===== src/rtl/dmem_lsu.sv =====
// dmem_lsu: load/store unit between the MEM stage and four byte-lane data RAM banks.
// Splits byte/half/word requests into per-lane address, write enable and write byte,
// reassembles and extends load data, and returns one registered response per request.
// Optional feature macro: DMEM_MISALIGN_EN (misaligned half/word accesses complete in
// one cycle using per-lane incremented word addresses, wrapping at the top of memory).
module dmem_lsu #(
    parameter int ADDR_W  = 16,
    parameter int LANE_AW = 14
) (
    input  logic                 clk_i,
    input  logic                 rst_i,
    input  logic                 req_valid_i,
    output logic                 req_ready_o,
    input  logic                 req_we_i,
    input  logic [ADDR_W-1:0]    req_addr_i,
    input  logic [1:0]           req_size_i,
    input  logic                 req_unsigned_i,
    input  logic [31:0]          req_wdata_i,
    output logic                 rsp_valid_o,
    input  logic                 rsp_ready_i,
    output logic [31:0]          rsp_rdata_o,
    output logic                 rsp_err_o,
    output logic [4*LANE_AW-1:0] lane_addr_o,
    output logic [3:0]           lane_wren_o,
    output logic [31:0]          lane_wdata_o,
    input  logic [31:0]          lane_rdata_i
);
    logic               rsp_valid_q, rsp_valid_d;
    logic [31:0]        rsp_rdata_q, rsp_rdata_d;
    logic               rsp_err_q, rsp_err_d;

    logic               accept;
    logic [1:0]         byte_ofs;
    logic [LANE_AW-1:0] base_word;
    logic [2:0]         num_bytes;
    logic               size_bad;
    logic               req_bad;
    logic [31:0]        raw_data;
    logic [31:0]        load_data;

    assign byte_ofs    = req_addr_i[1:0];
    assign base_word   = req_addr_i[ADDR_W-1:2];
    assign req_ready_o = !rsp_valid_q || rsp_ready_i;
    assign accept      = req_valid_i && req_ready_o;

    // Decode access size into a byte count; size 3 is illegal.
    always_comb begin
        size_bad  = 1'b0;
        num_bytes = 3'd4;
        case (req_size_i)
            2'd0:    num_bytes = 3'd1;
            2'd1:    num_bytes = 3'd2;
            2'd2:    num_bytes = 3'd4;
            default: size_bad  = 1'b1;
        endcase
    end

`ifdef DMEM_MISALIGN_EN
    assign req_bad = size_bad;
`else
    // Without misaligned support any half/word not on its natural boundary is rejected.
    assign req_bad = size_bad
                   || ((req_size_i == 2'd1) && byte_ofs[0])
                   || ((req_size_i == 2'd2) && (byte_ofs != 2'd0));
`endif

    // Per-lane steering: lane gi carries request byte k = gi - offset (mod 4);
    // result byte gi comes from lane offset + gi (mod 4).
    generate
        for (genvar gi = 0; gi < 4; gi++) begin : g_lane
            logic [1:0] k_idx;
            logic       touched;
            logic [1:0] src_lane;

            assign k_idx   = 2'(gi) - byte_ofs;
            assign touched = !size_bad && ({1'b0, k_idx} < num_bytes);

`ifdef DMEM_MISALIGN_EN
            // Lanes below the start offset hold bytes that spilled into the next word.
            assign lane_addr_o[gi*LANE_AW +: LANE_AW] =
                (touched && (2'(gi) < byte_ofs))
                    ? base_word + {{(LANE_AW-1){1'b0}}, 1'b1}
                    : base_word;
`else
            assign lane_addr_o[gi*LANE_AW +: LANE_AW] = base_word;
`endif
            assign lane_wdata_o[8*gi +: 8] = (touched && req_we_i)
                                           ? req_wdata_i[{k_idx, 3'b000} +: 8] : 8'h00;
            assign lane_wren_o[gi]         = accept && req_we_i && !req_bad && touched;

            assign src_lane                = byte_ofs + 2'(gi);
            assign raw_data[8*gi +: 8]     = lane_rdata_i[{src_lane, 3'b000} +: 8];
        end
    endgenerate

    // Sign- or zero-extend the reassembled load bytes to 32 bits.
    always_comb begin
        load_data = raw_data;
        case (req_size_i)
            2'd0:    load_data = {{24{raw_data[7]  & ~req_unsigned_i}}, raw_data[7:0]};
            2'd1:    load_data = {{16{raw_data[15] & ~req_unsigned_i}}, raw_data[15:0]};
            default: load_data = raw_data;
        endcase
    end

    // Response next state: load on accept, clear on pop, otherwise hold.
    always_comb begin
        rsp_valid_d = rsp_valid_q;
        rsp_rdata_d = rsp_rdata_q;
        rsp_err_d   = rsp_err_q;
        if (accept) begin
            rsp_valid_d = 1'b1;
            rsp_rdata_d = (req_we_i || req_bad) ? 32'h0 : load_data;
            rsp_err_d   = req_bad;
        end else if (rsp_ready_i) begin
            rsp_valid_d = 1'b0;
            rsp_rdata_d = 32'h0;
            rsp_err_d   = 1'b0;
        end
    end

    // Response register; reset drops any pending response immediately.
    always_ff @(posedge clk_i or posedge rst_i) begin
        if (rst_i) begin
            rsp_valid_q <= 1'b0;
            rsp_rdata_q <= 32'h0;
            rsp_err_q   <= 1'b0;
        end else begin
            rsp_valid_q <= rsp_valid_d;
            rsp_rdata_q <= rsp_rdata_d;
            rsp_err_q   <= rsp_err_d;
        end
    end

    assign rsp_valid_o = rsp_valid_q;
    assign rsp_rdata_o = rsp_rdata_q;
    assign rsp_err_o   = rsp_err_q;

endmodule


===== config.mk =====
export PLATFORM = sky130hd
export DESIGN_NAME = dmem_lsu
export DESIGN_NICKNAME = d
export VERILOG_FILES = /design/src/rtl/dmem_lsu.sv
export SDC_FILE = /design/constraint.sdc
export NUM_CORES = 1
export LEC_CHECK = 0
export CAP_MARGIN = 20
export CORE_AREA = 3 3 80 139
export DETAILED_ROUTE_END_ITERATION = 10
export DIE_AREA = 0 0 83 142
export PLACE_DENSITY = 0.86
export SYNTH_ARGS = -nofsm -noshare
export SYNTH_HDL_FRONTEND = slang
export SYNTH_SLANG_ARGS = --single-unit

===== constraint.sdc =====
create_clock -name clk_i -period 10.9 [get_ports clk_i]
set_input_delay 1.635 -clock clk_i [delete_from_list [all_inputs] [get_ports clk_i]]
set_output_delay 1.635 -clock clk_i [all_outputs]
set_load 0.03 [all_outputs]

Word-level counts from Yosys, hierarchy flattened --
Index checks and enable logic that the tools add are counted.
Storage, ports and cells: memory bits (writable) 0, flip-flop bits (word level) 34, ROM bits 0, output and inout bits 127, logic and storage cells 67, bits of input ports 88, memories 0, bits in latches 0
Operators by class: add/subtract/negate cells 7, bitwise operators 3, order comparisons 4, eq/ne operators 2, multiply operators 0, shifts and indexed selects 8, reductions and logical operators 27, divide/modulo/power cells 0, muxes and demuxes 13
Operators by type and width (count):
- 32-bit by 6-bit variable part select with 8-bit output | 8
- 32-bit two-way mux | 3
- 32-bit one-hot mux with 2 select lines | 1
- 8-bit two-way mux | 4
- 1-bit logical AND | 17
- 2-bit by 3-bit less-than comparator with 1-bit output | 4
- 3-bit one-hot mux with 2 select lines | 1
- 2-bit adder, second input constant | 2
- 1-bit logical OR | 4
- 1-bit two-way mux | 4
- 2-bit nonzero test | 2
- 1-bit by 2-bit subtractor with 2-bit output, first input constant | 2
- 2-bit subtractor, first input constant | 2
- 3-bit OR reduction | 1
- 2-bit by 1-bit adder with 2-bit output, second input constant | 1
- 1-bit bitwise AND | 2
- 2-bit by 1-bit == test with 1-bit output, second input constant | 1
- 2-bit == test, second input constant | 1
- 1-bit zero test | 2
- 2-bit zero test | 1
- 1-bit NOT | 1

Depth between registers and ports, before layout --
depth after elaboration 8, mapped depth 14, gate-level depth less buffers 8

Worst setup path after synthesis --
No wires, ideal clock.
path type input to output, start point input port req_addr_i[1], end point output port lane_wdata_o[16], arrival 4.712 ns, required time 9.265 ns, stages 14, path slack 4.553 ns, path through buf_6 buf_2 clkbuf_1 inv_2 ha_1 clkbuf_1 buf_4 buf_1 inv_2 ha_1 or2_1 a21oi_1 o21ai_1 nor2b_1
On the way: longest elaborated chain between the ends 5, elaborated cells on any way between the ends 6, classes of those cells 1 x add/sub; 1 x order compare; 1 x shift; 1 x mux; 2 x reduce/logical
Ends and longest elaborated chain:
- start: declaration | RTL line 15 | input logic [ADDR_W-1:0] req_addr_i,
- 2-bit subtractor * | RTL line 75 | assign k_idx = 2'(gi) - byte_ofs;
- parallel branches: the longest is 3 deep, another holds 32-bit by 6-bit variable part select with 8-bit output
- 8-bit two-way mux * | RTL line 88 | ? req_wdata_i[{k_idx, 3'b000} +: 8] : 8'h00;
- end: declaration | RTL line 25 | output logic [31:0] lane_wdata_o,
Every way passes the cells marked *.

Worst setup path after layout --
start point input port req_addr_i[0], end point output port lane_wdata_o[22]
Same word-level chain as after synthesis.

==> results.txt <==
Total number of vias: 3331
NumNets Final: 531
Largest stage delay on the critical path: 0.70 ns
Final Power: 484 uW
Synthesized Nets: 458
Fin crit share: 60.5%
PwrDens: 95.4 nW/um^2
CP Max Fanout: 52
Ports: 215
Syn Std Cell Area: 3840 sq um
Number of DRC markers in iteration 0: 122
ANT cells: 0
Layout Cells excl Fill: 564
Yosys top cell by area: mux4_2
Worst-path clk slew: 0.05 ns
Sw frac: 32.9%
Vias per cell: 5.91
Worst-Skew Late Latency: 0.28 ns
P_int: 325 uW
Share of synthesized registers carrying an async set or reset: 100%
CTS-repair resized insts: 0
# setup viols final: 0
Arrival time at the worst endpoint: 4.96 ns
TritonCTS clock tree: done
GRT Total Usage: 19.3%
Worst Hold Class: flop to flop
Top cells by area, synth: mux4_2, dfrtp_1, mux2i_1, buf_4, nor2b_1
Skew final: 0.00477 ns
Cts hold-fix bufs: 0
Warnings, synthesis: 0
Slowest cell on crit path: clkdlybuf4s50_1
Reg2Reg Depth: 4
Reg2reg end: rsp_rdata_o[31]$_DFFE_PP0P_
Port Buffer Count: 144
Hold endpoint: rsp_rdata_o[15]$_DFFE_PP0P_
Final Hold Fails: 0
Post-Synthesis Cells: 365
Die height: 142 um
GPL Wtd Cong: 0.856
Share of layout cells above drive strength 1: 14.4%
Reg power frac: 28.2%
Outcome: completed
Die X-Extent: 83 um
Max cap viols: 0
Reg-to-reg slack, setup: 9.31 ns
Hold Crit Start: rsp_rdata_o[15]$_DFFE_PP0P_
Fin area: 5080 sq um
Total wire length: 11900 um
Max clock buf depth: 2
RSZ-0062 raised after global routing: false
Fin Setup TNS: 0 ns
Worst r2r src: rsp_valid_o$_DFFE_PP0P_
Number of flops mapped to enable cells by yosys: 0
Top-area cell type share of the netlist area: 23.5%
DRC viols: 0
Worst-margin pin slew: 0.941 ns
Grt ovf: 0
Hold Slack: 0.472 ns
Cells after DPL: 557
Post-DRT Antenna Nets: 0
Most frequent CP cell: inv_2
Largest net degree at the start of global routing: 53
Mean area per synthesized cell: 10.5 sq um
Starting Density: 37.7%
Worst setup path category: primary input to primary output
H-Tree Depth: 2
CP required: 9.27 ns
Slew headroom: 36.8%
Worst setup startpoint: req_addr_i[0]
Filler cells: 922
Multi-input gate area: 2400 sq um
Combinational share of power: 43.1%
Final setup margin: 4.30 ns
Final slew viol count: 0
Worst IR Drop VDD: 0.102 mV
Root Driver: clkbuf_16
Number of setup buffers added after CTS: 0
Initial antenna violation count: 0
Pre-CTS setup slack: 4.23 ns
Post-synth cell types: 33
Startpoint class of the critical path: primary input
Min cycle time layout: 6.60 ns
Final core utilization: 49.9%
First-pass GRT wire length: 18100 um
Core area: 10200 sq um
Clock Power Share: 28.7%
# clock sinks: 34
Routed len/inst: 21.0 um
DRT Pass-1 Iters: 4
DPL Wire Length: 8940 um
Main synth FF type: dfrtp_1
Die area: 11800 sq um
Rows: 49
Cell Chain, Critical Path: buf_2 > buf_4 > inv_2 > ha_2 > inv_2 > ha_1 > or2_1 > a21oi_1 > o21ai_1 > nor2b_1 > clkdlybuf4s50_1
Post-synthesis sequential area ratio: 22.2%
Critical Path Sink Type: primary output
Switching power: 160 uW
Clock buffers created by TritonCTS: 5
Fmax: 0.152 GHz
DP Area: 4910 sq um
Vias in the first global route: 3461
#FFs+latches synth: 34
Synth-to-layout area growth: 32.2%
WHS Path Cells: 2
Pleak: 2.04 nW
Sequential cell area: 851 sq um
[final cells by class]
class / instances / share of cell area [%]
multi-input cells: 240 / 47.4
repair buffers: 150 / 29.5
flip-flops and latches: 34 / 16.8
well taps: 127 / 3.13
clock buffers: 6 / 2.74
inverters: 7 / 0.518
[cells in the mapped netlist (2+ instances only)]
library cell   n
buf_4         57
mux2i_1       49
mux4_2        40
dfrtp_1       34
nor2b_1       34
o22ai_1       24
nand2_1       19
a221o_1       16
clkbuf_1      13
o21ai_1       13
buf_2          9
a22o_1         8
a21oi_1        6
nor2_1         6
ha_1           5
inv_2          4
nand2b_1       4
buf_6          3
inv_1          3
buf_1          2
nor3_1         2
nor3b_1        2
or2_1          2
[worst max-delay path by stage]
stage / slack [ns] / cells past startpoint / to
5_1_grt: 4.04 / 11 / lane_wdata_o[22]
4_1_cts: 4.23 / 11 / lane_wdata_o[22]
3_3_place_gp: 4.37 / 10 / lane_wdata_o[6]
3_5_place_dp: 4.23 / 11 / lane_wdata_o[22]
6_report: 4.30 / 11 / lane_wdata_o[22]
2_1_floorplan: 4.55 / 14 / lane_wdata_o[16]
[cell usage in the layout, fill, tap and decap left out, drive strengths merged, types with 7 or more instances in the layout]
cell type,count
buf,8
dfrtp,34
nor2b,34
mux2i,49
o22ai,24
clkdlybuf4s50,142
o21ai,13
nand2,19
inv,7
a22o,8
mux4,40
a221o,16
[per-layer routing]
| layer | global-route usage, % | share of wire [%] | vias up |
|---|---|---|---|
| li1 | - | - | 1487 |
| met1 | 18.8 | 33 | 1629 |
| met3 | 2.84 | 5.6 | 68 |
| met5 | 0 | 0 | - |
| met4 | 15.6 | 6.8 | 0 |
| met2 | 35.7 | 55 | 147 |
[state kept, by name, summed over array words and instances, names as in the netlist]
register / cells
rsp_rdata_o: 32
rsp_err_o: 1
rsp_valid_o: 1
[power by group through the flow]
stage | sequential [mW] | combinational [mW] | clock (mW)
after CTS | 0.137 | 0.209 | 0.141
after global routing | 0.137 | 0.221 | 0.145
after global placement | 0.138 | 0.203 | 0
final | 0.136 | 0.209 | 0.139
after floorplan | 0.150 | 0.151 | 0
after detailed placement | 0.139 | 0.208 | 0
[critical path, delay by kind of cell]
family / cells / cell delay (ns)
buffers and inverters: 5 / 1.52
AOI/OAI and AO/OA: 2 / 0.43
and+or+nand+nor: 2 / 0.45
adders and majority gates: 2 / 0.88
[logic make-up after synthesis]
logic type / after synthesis / share of synthesized area (%)
AO/OA/AOI/OAI: 73 / 13.8
adder cells (fa/ha/maj): 5 / 1.63
flip-flops: 34 / 22.2
buffers and inverters: 91 / 15.4
multiplexers: 90 / 36.6
AND/OR/NAND/NOR: 72 / 10.5
Power figures use the tool's default switching activity.
